## src/rtl/sdram_traffic_gen_if.sv

```systemverilog
// ---------------------------------------------------------------------------
// sdram_traffic_gen_if
// User-port bundle between a traffic source (master) and the SDRAM controller
// (slave).
//   enable     master->slave  request strobe
//   write      master->slave  1 = write, 0 = read
//   addr       master->slave  word address
//   write_data master->slave  write payload
//   read_data  slave->master  read payload, valid when ready rises after a read
//   ready      slave->master  controller idle; falls = accepted, rises = complete
// ---------------------------------------------------------------------------
interface sdram_traffic_gen_if #(
    parameter int ADDR_W = 24,
    parameter int DATA_W = 32
);
    logic              enable;
    logic              write;
    logic [ADDR_W-1:0] addr;
    logic [DATA_W-1:0] write_data;
    logic [DATA_W-1:0] read_data;
    logic              ready;

    modport master (
        output enable, write, addr, write_data,
        input  read_data, ready
    );

    modport slave (
        input  enable, write, addr, write_data,
        output read_data, ready
    );
endinterface

```

## src/rtl/sdram_traffic_gen.sv

```systemverilog
// ---------------------------------------------------------------------------
// sdram_traffic_gen
// Bring-up traffic generator and self-checker for the SDRAM controller user
// port. On start it writes a deterministic pattern over a window of NUM_WORDS
// addresses, reads the window back and compares every word.
//
// Ports:
//   clk, rst        clock, asynchronous active-high reset
//   start           begin a test (honoured only when idle or done)
//   busy            test in progress
//   done            test finished (level, held until next start)
//   pass            valid with done: no mismatches and no timeout
//   timeout         valid with done: a transaction exceeded TIMEOUT_CYC
//   err_count       saturating mismatch count
//   first_err_addr  address of the first mismatch
//   first_err_data  read data of the first mismatch
//   bus             controller user port (master side)
//
// Build option: define TGEN_LFSR_EN to replace the address-XOR pattern with a
// 32-bit Galois LFSR (x^32+x^22+x^2+x+1) seeded with SEED at each phase start.
// ---------------------------------------------------------------------------
module sdram_traffic_gen #(
    parameter int              ADDR_W      = 24,
    parameter int              DATA_W      = 32,
    parameter int unsigned     START_ADDR  = 0,
    parameter int unsigned     NUM_WORDS   = 1024,
    parameter int unsigned     ADDR_STEP   = 1,
    parameter logic [31:0]     PAT_XOR     = 32'hA5A5_A5A5,
    parameter logic [31:0]     SEED        = 32'h0000_0001,
    parameter int unsigned     TIMEOUT_CYC = 4096
) (
    input  logic                clk,
    input  logic                rst,
    input  logic                start,
    output logic                busy,
    output logic                done,
    output logic                pass,
    output logic                timeout,
    output logic [15:0]         err_count,
    output logic [ADDR_W-1:0]   first_err_addr,
    output logic [DATA_W-1:0]   first_err_data,
    sdram_traffic_gen_if.master bus
);

    localparam int IDX_W = (NUM_WORDS > 1) ? $clog2(NUM_WORDS) : 1;
    localparam int TMR_W = $clog2(TIMEOUT_CYC + 1);
    localparam logic [IDX_W-1:0]  LAST_IDX  = IDX_W'(NUM_WORDS - 1);
    localparam logic [TMR_W-1:0]  TMR_LAST  = TMR_W'(TIMEOUT_CYC - 1);
    localparam logic [ADDR_W-1:0] ADDR_BASE = ADDR_W'(START_ADDR);
    localparam logic [ADDR_W-1:0] ADDR_INC  = ADDR_W'(ADDR_STEP);

    typedef enum logic [2:0] {
        IDLE, WR_REQ, WR_WAIT, RD_REQ, RD_WAIT, DONE
    } state_t;

    state_t            state;
    logic [IDX_W-1:0]  index;
    logic [TMR_W-1:0]  timer;
    logic [DATA_W-1:0] cur_pat;
    logic              rd_mismatch;

    function automatic logic [15:0] sat_inc(input logic [15:0] v);
        return (v == 16'hFFFF) ? v : v + 16'd1;
    endfunction

`ifdef TGEN_LFSR_EN
    logic [31:0] lfsr;

    // Right-shifting Galois form; tap mask holds x^32, x^22, x^2, x^1 terms.
    function automatic logic [31:0] lfsr_step(input logic [31:0] s);
        return (s >> 1) ^ (s[0] ? 32'h8020_0003 : 32'h0);
    endfunction

    function automatic logic [DATA_W-1:0] lfsr_data(input logic [31:0] s);
        logic [DATA_W-1:0] d;
        for (int i = 0; i < DATA_W; i++) d[i] = s[i % 32];
        return d;
    endfunction

    assign cur_pat = lfsr_data(lfsr);

    // PAT_XOR only shapes the address-XOR build.
    logic unused_pat_xor;
    assign unused_pat_xor = ^PAT_XOR;
`else
    localparam int PW_A = (ADDR_W > 32) ? ADDR_W : 32;
    localparam int PW   = (DATA_W > PW_A) ? DATA_W : PW_A;

    function automatic logic [DATA_W-1:0] addr_pattern(input logic [ADDR_W-1:0] a);
        logic [PW-1:0] wide;
        wide = PW'(a) ^ PW'(PAT_XOR);
        return wide[DATA_W-1:0];
    endfunction

    assign cur_pat = addr_pattern(bus.addr);

    // SEED only shapes the LFSR build.
    logic unused_seed;
    assign unused_seed = ^SEED;
`endif

    assign rd_mismatch = (state == RD_WAIT) && bus.ready && (bus.read_data != cur_pat);

    always_ff @(posedge clk or posedge rst) begin
        if (rst) begin
            state          <= IDLE;
            index          <= '0;
            timer          <= '0;
            busy           <= 1'b0;
            done           <= 1'b0;
            pass           <= 1'b0;
            timeout        <= 1'b0;
            err_count      <= '0;
            first_err_addr <= '0;
            first_err_data <= '0;
            bus.enable     <= 1'b0;
            bus.write      <= 1'b0;
            bus.addr       <= '0;
            bus.write_data <= '0;
`ifdef TGEN_LFSR_EN
            lfsr           <= '0;
`endif
        end else begin
            case (state)
                IDLE, DONE: begin
                    if (start) begin
                        busy           <= 1'b1;
                        done           <= 1'b0;
                        pass           <= 1'b0;
                        timeout        <= 1'b0;
                        err_count      <= '0;
                        first_err_addr <= '0;
                        first_err_data <= '0;
                        bus.write      <= 1'b1;
                        bus.addr       <= ADDR_BASE;
                        index          <= '0;
`ifdef TGEN_LFSR_EN
                        lfsr           <= SEED;
`endif
                        state          <= WR_REQ;
                    end
                end

                WR_REQ, RD_REQ: begin
                    if (!bus.enable) begin
                        // A low ready here is controller init or a previous
                        // transaction, never an acceptance: wait for idle.
                        if (bus.ready) begin
                            bus.enable <= 1'b1;
                            timer      <= '0;
                            if (state == WR_REQ) bus.write_data <= cur_pat;
                        end
                    end else if (!bus.ready) begin
                        bus.enable <= 1'b0;
                        timer      <= timer + 1'b1;
                        state      <= (state == WR_REQ) ? WR_WAIT : RD_WAIT;
                    end else if (timer == TMR_LAST) begin
                        bus.enable <= 1'b0;
                        timeout    <= 1'b1;
                        busy       <= 1'b0;
                        done       <= 1'b1;
                        pass       <= 1'b0;
                        state      <= DONE;
                    end else begin
                        timer <= timer + 1'b1;
                    end
                end

                WR_WAIT, RD_WAIT: begin
                    if (bus.ready) begin
                        if (rd_mismatch) begin
                            err_count <= sat_inc(err_count);
                            if (err_count == 16'd0) begin
                                first_err_addr <= bus.addr;
                                first_err_data <= bus.read_data;
                            end
                        end
                        if (index == LAST_IDX) begin
                            if (state == WR_WAIT) begin
                                bus.write <= 1'b0;
                                bus.addr  <= ADDR_BASE;
                                index     <= '0;
`ifdef TGEN_LFSR_EN
                                lfsr      <= SEED;
`endif
                                state     <= RD_REQ;
                            end else begin
                                busy  <= 1'b0;
                                done  <= 1'b1;
                                pass  <= (err_count == 16'd0) && !rd_mismatch;
                                state <= DONE;
                            end
                        end else begin
                            bus.addr <= bus.addr + ADDR_INC;
                            index    <= index + 1'b1;
`ifdef TGEN_LFSR_EN
                            lfsr     <= lfsr_step(lfsr);
`endif
                            state    <= (state == WR_WAIT) ? WR_REQ : RD_REQ;
                        end
                    end else if (timer == TMR_LAST) begin
                        timeout <= 1'b1;
                        busy    <= 1'b0;
                        done    <= 1'b1;
                        pass    <= 1'b0;
                        state   <= DONE;
                    end else begin
                        timer <= timer + 1'b1;
                    end
                end

                default: state <= IDLE;
            endcase
        end
    end

endmodule
```

## src/flat_wrapper.sv

```systemverilog
// flat-port wrapper written by rule: the top's interface ports become plain ports
module sdram_traffic_gen_flat 
#(
    parameter int              ADDR_W      = 24,
    parameter int              DATA_W      = 32,
    parameter int unsigned     START_ADDR  = 0,
    parameter int unsigned     NUM_WORDS   = 1024,
    parameter int unsigned     ADDR_STEP   = 1,
    parameter logic [31:0]     PAT_XOR     = 32'hA5A5_A5A5,
    parameter logic [31:0]     SEED        = 32'h0000_0001,
    parameter int unsigned     TIMEOUT_CYC = 4096
)
  (clk, rst, start, busy, done, pass, timeout, err_count, first_err_addr, first_err_data, bus_enable, bus_write, bus_addr, bus_write_data, bus_read_data, bus_ready);
  sdram_traffic_gen_if #(.ADDR_W(ADDR_W), .DATA_W(DATA_W)) bus_i ();
  input  logic clk;
  input  logic rst;
  input  logic start;
  output logic busy;
  output logic done;
  output logic pass;
  output logic timeout;
  output logic [15:0] err_count;
  output logic [ADDR_W-1:0] first_err_addr;
  output logic [DATA_W-1:0] first_err_data;
  output wire logic [$bits(bus_i.enable)-1:0] bus_enable;
  output wire logic [$bits(bus_i.write)-1:0] bus_write;
  output wire logic [$bits(bus_i.addr)-1:0] bus_addr;
  output wire logic [$bits(bus_i.write_data)-1:0] bus_write_data;
  input wire logic [$bits(bus_i.read_data)-1:0] bus_read_data;
  input wire logic [$bits(bus_i.ready)-1:0] bus_ready;
  assign bus_enable = bus_i.enable;
  assign bus_write = bus_i.write;
  assign bus_addr = bus_i.addr;
  assign bus_write_data = bus_i.write_data;
  assign bus_i.read_data = bus_read_data;
  assign bus_i.ready = bus_ready;
  sdram_traffic_gen #(.ADDR_W(ADDR_W), .DATA_W(DATA_W), .START_ADDR(START_ADDR), .NUM_WORDS(NUM_WORDS), .ADDR_STEP(ADDR_STEP), .PAT_XOR(PAT_XOR), .SEED(SEED), .TIMEOUT_CYC(TIMEOUT_CYC)) u_core (.clk(clk), .rst(rst), .start(start), .busy(busy), .done(done), .pass(pass), .timeout(timeout), .err_count(err_count), .first_err_addr(first_err_addr), .first_err_data(first_err_data), .bus(bus_i));
endmodule
```

## config.mk

```make
export PLATFORM = sky130hd
export DESIGN_NAME = sdram_traffic_gen_flat
export DESIGN_NICKNAME = d
export VERILOG_FILES = /design/src/rtl/sdram_traffic_gen_if.sv /design/src/rtl/sdram_traffic_gen.sv /design/src/flat_wrapper.sv
export SDC_FILE = /design/constraint.sdc
export NUM_CORES = 1
export LEC_CHECK = 0
export CAP_MARGIN = 20
export CORE_ASPECT_RATIO = 1.5
export CORE_MARGIN = 3
export CORE_UTILIZATION = 45
export DETAILED_ROUTE_END_ITERATION = 8
export HOLD_SLACK_MARGIN = 0.06
export PLACE_DENSITY = 0.7
export SLEW_MARGIN = 30
export SYNTH_ARGS = -nofsm -noshare
export SYNTH_HDL_FRONTEND = slang
export SYNTH_SLANG_ARGS = --single-unit
```

## constraint.sdc

```tcl
create_clock -name clk -period 10.18 [get_ports clk]
set_input_delay 1.018 -clock clk [delete_from_list [all_inputs] [get_ports clk]]
set_output_delay 1.018 -clock clk [all_outputs]
set_load 0.03 [all_outputs]
```

==> metrics.cfg, run 1 <==
[global_routing]
grt_pass1_vias=6549
grt_pass1_wl_mm=35.1
globalRoute.busiestLayer=met2
use_met1_pct=29.1
grt-ovfl-total=0
grt_util_met2_pct=40.8
grt_max_degree=113
grt_util_all_layers_pct=23.4
antenna_found_initial=0
grt_use_met3_pct=4.27

[placed_design]
portBuffers=165
dp_hpwl_mm=15.1
placed_area_um2=9450
gp_congestion=0.852

[clocking]
cts-resized-gates=0
path_clk_slew_ns=0.06
root_buffer=clkbuf_16
clock-sinks=153
post-cts-setup-buffer-count=0
numCtsBuffers=17
clock_latency_ns=0.42
htreeDepth=4
clk_path_buf_depth=2
hold_buffers=0
cts_tree=yes

[setup_path]
worstPathCellList=clkdlybuf4s50_1 > nor4bb_1 > nand4_1 > nor3_1 > a211oi_4 > buf_4 > nand2_1 > o21ai_0
path_buf_inv=2
r2r_end=u_core.bus.write_data[19]
end_kind=register
worstRegToRegCells=5
slowest_delay_ns=0.52
reg2reg_from=u_core.state[0]
cp_top_family=simple AND/OR/NAND/NOR gates
cp_data_required_time_ns=10.43
arrival_ns=3.58
path_class=in -> reg
r2r_slack_ns=7.51
critPathMaxFanout=112
slowest_stage=nor4bb_1
start_kind=input pin

[sta]
hold_viol=0
clock.fmax_mhz=300
rsz0062_at_grt=false
fin_skew_ns=0.00744
finalCritPeriodShare_pct=32.7
hold_ws_ns=0.482
tightest_slew_ns=0.915
setup-tns-final_ns=0
slew_headroom_pct=39.0
finalMaxSlewViolations=0
finalSetupViolations=0
fin_crit_ns=3.33

[drt]
wl_per_cell_um=18.1
drcViolationCount=0
drt_wl_total_mm=22.0
avgViaCountPerCell=5.67
antenna_left=0
dr.pass1.iters=5
vias=6883
drtIter0Drc=651

[power_and_ir_drop]
p_int_uw=1330
pwr-share-seq_pct=37.6
comb_power_share_pct=30.3
sw_frac_of_total_pct=35.2
power.switching_uw=725
clkPwrFrac_pct=32.1
vdd_drop_max_mv=0.135
total_leakage_power_uw=0.00414
p_per_area_nw_per_um2=204

[die]
core_um2=16900
dieArea_um2=19000
initial_utilization_pct=46.2
rows=58
num_io_pins=170
dieHeight_um=167
die_w_um=114

[worst_hold_path]
holdCritStartpoint=u_core.bus.write_data[22]
worstHoldPathCells=2
min_path_type=reg -> reg
hold_end=u_core.bus.write_data[22]

[outcome]
outcome=finished clean

[logic_synthesis]
syn_area_per_cell_um2=8.96
synth_edf_count=0
synthCells=871
yosys_warnings=0
netlist_area_um2=7800
async_flop_share_pct=100
yosys-top-cells-area=dfrtp_1, nand2_1, o21ai_0, xnor2_1, nor2_1
synth_top_area_share_pct=49.1
synth_area_leader_cell=dfrtp_1
ys_ff_latch=153
synth_cell_type_count=57
synthFlopType=dfrtp_1
yosysSeqAreaShare_pct=49.1

[finish]
fillers=1479
synthToLayoutAreaGrowth_pct=29.0
n_antenna_cell=0
drive_gt1_share_pct=6.38
design_area_um2=10100
nets=1034

[job]
cap_violations=0

[cell usage after synthesis (5+ instances only)]
cell,instances
a21oi_1,33
and3_1,15
and4_1,10
buf_2,17
buf_4,19
clkbuf_1,36
dfrtp_1,153
ha_1,6
inv_1,14
mux2_2,11
mux2i_1,6
nand2_1,175
nand2b_1,14
nand3_1,25
nand4_1,21
nor2_1,46
nor2b_1,5
nor3_1,9
nor4_1,17
o21ai_0,115
o31ai_1,15
or3_1,10
or4_1,8
xnor2_1,27
xor2_1,14
[logic make-up (layout without fill, tap and decap cells)]
group | count (synthesis) | count (layout) | synth area share, %
AO/OA/AOI/OAI | 192 | 192 | 14.0
XOR/XNOR | 41 | 41 | 4.60
adder cells (fa/ha/maj) | 6 | 6 | 0.962
buffers and inverters | 88 | 217 | 5.61
flip-flops | 153 | 153 | 49.1
multiplexers | 17 | 17 | 2.36
other | 1 | 4 | 0.0481
AND/OR/NAND/NOR | 373 | 373 | 23.3
[worst min-delay path, cell delays in order (launching register included)]
cell	delay, ns
dfrtp_1	0.34
nand2_1	0.04
o21ai_0	0.06
[power groups by stage]
stage	Clock, uW	Combinational (uW)	Sequential (uW)
final	661	624	773
after global routing	699	679	784
after CTS	674	628	772
after detailed placement	0	627	783
after global placement	0	619	780
after floorplan	0	289	879
[how the worst max path moves through the flow]
stage | startpoint | endpoint | cells after the start
floorplan | rst | u_core.bus.addr[0] | 1
global placement | start | u_core.bus.write | 7
detailed placement | bus_ready | u_core.bus.write | 7
CTS | start | u_core.bus.write | 7
global route | bus_read_data[24] | u_core.first_err_addr[2] | 8
finish | bus_read_data[24] | u_core.first_err_addr[2] | 8
[metrics by stage]
stage,std cells,power [uW],util [%],setup slack (ns)
finish,1213,2060,59.5,6.85
global route,1213,2160,59.5,6.66
CTS,1213,2070,59.5,6.72
detailed placement,1183,1410,55.9,6.26
global placement,1181,1400,55.7,6.27
floorplan,874,1170,-,5.04
[routing by layer]
layer  share of wire [%]  vias to the layer above
li1                    -                     3270
met1                  41                     3368
met2                  52                      209
met3                 5.1                       36
met4                 2.2                        0
met5                   0                        -
[area by class of cell]
cell class | count | area, um^2 | share of cell area [%]
Clock buffer | 18 | 439 | 4.36
Tap cell | 210 | 263 | 2.61
Timing Repair Buffer | 173 | 1710 | 17.0
Clock inverter | 12 | 175 | 1.74
Inverter | 14 | 57.6 | 0.572
Multi-Input combinational cell | 633 | 3590 | 35.6
Sequential cell | 153 | 3830 | 38.0
[state kept, by name, indices dropped and copies added, names as in the netlist, 3 cells and up]
register	flops
u_core.bus.addr	24
u_core.index	10
u_core.first_err_data	32
u_core.first_err_addr	24
u_core.err_count	16
u_core.timer	13
u_core.bus.write_data	25
u_core.state	3
[cells in the final DEF (no fill, tap or decap), types with 3 or more instances in the layout]
cell	n
bufinv_16	4
nand4_1	21
conb_1	4
a31oi_1	4
clkbuf_16	17
o31ai_1	15
xor2_1	14
nor2_1	46
nor4_1	17
and3_1	15
xnor2_1	27
nand3_1	25
buf_4	6
ha_1	6
or4_1	8
inv_1	13
nand2_1	175
nor4_2	3
o21ai_0	115
nor3_1	9
nor2b_1	5
mux2i_1	6
dfrtp_1	153
clkinvlp_4	3
clkdlybuf4s50_1	165
clkinv_2	3
o211ai_1	3
and4_1	10
nand2b_1	14
or3_1	10
mux2_2	11
a21oi_1	32
Power figures use the tool's default switching activity.
==> run 2: changes to the inputs <==
PLACE_DENSITY = 0.73   (was 0.7)
clock period = 2.9 ns   (was 10.18 ns; I/O delays follow)
==> metrics.cfg, run 2 (same netlist as run 1, synthesis figures left out) <==
[clocking]
post-cts-setup-buffer-count=0
cts-resized-gates=0
clock-sinks=153
hold_buffers=0
root_buffer=clkbuf_16
numCtsBuffers=17
htreeDepth=4
clock_latency_ns=0.43
path_clk_slew_ns=0.06
cts_tree=yes
clk_path_buf_depth=2

[sta]
fin_crit_ns=2.47
tightest_slew_ns=0.634
finalSetupViolations=0
setup-tns-final_ns=0
clock.fmax_mhz=405
finalCritPeriodShare_pct=85.2
rsz0062_at_grt=false
finalMaxSlewViolations=0
fin_skew_ns=0.0144
slew_headroom_pct=57.1
hold_viol=0

[drt]
drt_wl_total_mm=22.8
drtIter0Drc=610
wl_per_cell_um=17.9
antenna_left=0
vias=7024
avgViaCountPerCell=5.53
drcViolationCount=0
dr.pass1.iters=5

[finish]
fin_util_pct=62.1
nets=1089
layout_common_cells=nand2_1, clkdlybuf4s50_1, dfrtp_1
reg_top3=u_core.first_err_data (32), u_core.bus.write_data (25)
final_common_cell=nand2_1
drive_gt1_share_pct=11.0
largest_register_ffs=32
design_area_um2=10500
n_antenna_cell=0
synthToLayoutAreaGrowth_pct=34.5
largest_register=u_core.first_err_data
layout.cells.non_filler=1270

[die]
dieHeight_um=167
dieArea_um2=19000
die_w_um=114
num_io_pins=170
core_um2=16900
rows=58
initial_utilization_pct=46.2

[setup_path]
end_kind=register
cp_top_family=simple AND/OR/NAND/NOR gates
start_kind=register
arrival_ns=2.82
worstRegToRegCells=6
slowest_delay_ns=0.55
reg2reg_from=u_core.state[2]
worstPathCellList=buf_4 > or4b_4 > o21a_4 > or4_1 > or3_1 > a21oi_1
r2r_slack_ns=0.43
r2r_end=u_core.err_count[15]
cp_data_required_time_ns=3.25
path_buf_inv=1
path_class=reg -> reg
critPathMaxFanout=10
slowest_stage=or4b_4

[global_routing]
grt-ovfl-total=0
grt_util_all_layers_pct=24.5
grt_pass1_wl_mm=36.9
grt_pass1_vias=6911
antenna_found_initial=0
grt_max_degree=108

[power_and_ir_drop]
p_per_area_nw_per_um2=693
vdd_drop_max_mv=0.435
power_uw=7270
total_leakage_power_uw=0.00443

[placed_design]
portBuffers=165
dp_cells=1236
gp_congestion=0.873
dp_hpwl_mm=16.3
placed_area_um2=9880

[job]
cap_violations=0

[outcome]
outcome=finished clean

[worst_hold_path]
min_path_type=in -> async

## run 2: changes by cell type in the layout (fill, tap and decap cells not counted), moves of 2 or more
cell / delta
buf_12: +4
buf_4: +51
bufinv_16: -2
clkinv_2: -2
inv_6: +2
inv_8: +2
## run 2: final cells by class
cell class              count  area [um^2]
flip-flops and latches    153         3830
fillers                  1443         6410
repair buffers            228         2180
well taps                 210          263
multi-input cells         633         3570
inverters                  14         56.3
clock buffers              18          429
clock inverters            14          163
## run 2: through the flow
| step | setup WS [ns] | hold WS [ns] |
|---|---|---|
| floorplan | 0.641 | 0.407 |
| global placement | 0.0749 | 0.462 |
| detailed placement | 0.0112 | 0.470 |
| CTS | 0.150 | 0.421 |
| global route | 0.293 | 0.423 |
| finish | 0.430 | 0.351 |
## run 2: worst register-to-register path, cell delays in order (launching register included)
cell and delay (ns):
dfrtp_1 0.47, buf_4 0.21, or4b_4 0.55, o21a_4 0.15, or4_1 0.55, or3_1 0.32, a21oi_1 0.14
## run 2: worst max path at each step
stage / cells after the start / to / slack [ns] / from
after global routing: 7 / u_core.first_err_addr[14] / 0.29 / u_core.err_count[4]
after CTS: 8 / u_core.bus.addr[12] / 0.15 / u_core.index[0]
final: 6 / u_core.err_count[15] / 0.43 / u_core.state[2]
after floorplan: 8 / u_core.first_err_data[10] / 0.64 / u_core.bus.addr[18]
after global placement: 7 / u_core.first_err_addr[6] / 0.07 / bus_read_data[0]
after detailed placement: 7 / u_core.first_err_addr[12] / 0.01 / bus_read_data[0]
## run 2: power by group
part	switching, uW	internal, uW
Sequential	230	2420
Combinational	1470	913
Clock	942	1290
## run 2: routing by layer
metal / track usage, % / share of wire [%] / up-vias
met2: 42.1 / 52 / 221
li1: - / - / 3371
met3: 4.12 / 4.8 / 32
met1: 31.0 / 41 / 3400
met4: 8.26 / 2.2 / 0
met5: 0 / 0 / -
==> run 3: changes to the inputs <==
GPL_TIMING_DRIVEN = 0   (was default)
==> metrics.cfg, run 3 (same netlist as run 1, synthesis figures left out) <==
[setup_path]
end_kind=register
start_kind=register
arrival_ns=2.91
critPathMaxFanout=10
worstPathCellList=ha_1 > nand3_1 > or3_1 > o32ai_2 > clkbuf_2 > buf_2 > o21ai_0 > o41ai_1
slowest_stage=o32ai_2
worstRegToRegCells=8
slowest_delay_ns=0.50
cp_data_required_time_ns=3.21
path_class=reg -> reg

[global_routing]
grt_pass1_wl_mm=37.7
grt_pass1_vias=7120
grt_util_all_layers_pct=25.1
antenna_found_initial=0
grt_max_degree=30
grt-ovfl-total=0

[outcome]
outcome=finished clean

[clocking]
clk_path_buf_depth=2
cts_tree=yes
htreeDepth=4
clock_latency_ns=0.43
path_clk_slew_ns=0.07
root_buffer=clkbuf_16
clock-sinks=153
hold_buffers=0
numCtsBuffers=17

[die]
die_w_um=114
rows=58
core_um2=16900
dieHeight_um=167
num_io_pins=170
initial_utilization_pct=46.2
dieArea_um2=19000

[job]
cap_violations=0

[sta]
finalCritPeriodShare_pct=89.6
fin_skew_ns=0.0127
setup-tns-final_ns=0
slew_headroom_pct=46.0
clock.fmax_mhz=385
rsz0062_at_grt=false
hold_viol=0
finalMaxSlewViolations=0
finalSetupViolations=0
tightest_slew_ns=0.807
fin_crit_ns=2.60

[power_and_ir_drop]
power_uw=7240
p_per_area_nw_per_um2=692
vdd_drop_max_mv=0.380
total_leakage_power_uw=0.00439

[placed_design]
placed_area_um2=9880
dp_hpwl_mm=17.5
gp_congestion=0.917
portBuffers=165

[finish]
reg_top3=u_core.first_err_data (32), u_core.bus.write_data (25)
drive_gt1_share_pct=9.29
design_area_um2=10500
largest_register_ffs=32
synthToLayoutAreaGrowth_pct=34.1
n_antenna_cell=0
largest_register=u_core.first_err_data
nets=1105
fillers=1426
layout_common_cells=nand2_1, clkdlybuf4s50_1, dfrtp_1
final_common_cell=nand2_1

[drt]
dr.pass1.iters=5
avgViaCountPerCell=5.62
antenna_left=0
drt_wl_total_mm=23.6
drtIter0Drc=559
wl_per_cell_um=18.4
drcViolationCount=0
vias=7221

[worst_hold_path]
min_path_type=in -> async

==> run 3: critical path: cells and delay by family (launching register included) <==
family,cells,cell delay (ns)
adders and majority gates,1,0.22
DFF,1,0.39
buffers and inverters,2,0.60
and+or+nand+nor,2,0.56
AOI/OAI and AO/OA,3,0.73
==> run 3: path summary, 6_finish.rpt <==
path,from,slack (ns),endpoint
worst max-delay path,u_core.index[0],0.30,u_core.bus.addr[13]
worst min-delay path,rst,0.21,u_core.err_count[11]
worst max register to register,u_core.index[0],0.30,u_core.bus.addr[13]
worst min register to register,u_core.bus.write_data[15],0.48,u_core.bus.write_data[15]
max in group asynchronous,rst,1.83,u_core.first_err_addr[19]
min in group clk,bus_read_data[24],0.44,u_core.first_err_data[24]
==> run 3: what timing repair did <==
item,in CTS,in global routing
setup buffers,0,0
gates resized for setup,0,4
setup endpoints to repair,0,34
==> run 3: through the flow <==
stage	utilization, %	setup slack, ns	instances	hold WS [ns]
after floorplan	-	0.641	874	0.407
after global placement	57.6	-0.677	1249	0.463
after detailed placement	58.4	-0.0849	1255	0.473
after CTS	61.8	0.107	1287	0.215
after global routing	61.9	0.105	1286	0.234
final	61.9	0.302	1286	0.210
==> run 3: area by class of cell <==
cell class	instances	area [um^2]	share of cell area, %
sequential	153	3830	36.6
clock inverter	14	153	1.46
multi-input combinational	633	3560	34.0
tap	210	263	2.51
inverter	14	56.3	0.538
timing repair buffer	171	1790	17.1
clock buffer	18	429	4.10
buffer	73	383	3.66
==> run 3: power breakdown <==
part | leakage, uW | switching, uW | total [uW] | internal, uW
Clock | 0.000278 | 988 | 2210 | 1220
Combinational | 0.00203 | 1530 | 2390 | 868
Sequential | 0.00208 | 215 | 2640 | 2420
Total | 0.00439 | 2730 | 7240 | 4510
==> run 3: layer usage <==
metal | global-route usage [%] | up-vias | wire length [um] | part of all wire [%]
li1 | - | 3393 | - | -
met1 | 30.0 | 3505 | 9360 | 40
met2 | 43.9 | 264 | 12100 | 51
met3 | 4.37 | 59 | 1310 | 5.5
met4 | 10.9 | 0 | 919 | 3.9
met5 | 0 | - | 0 | 0
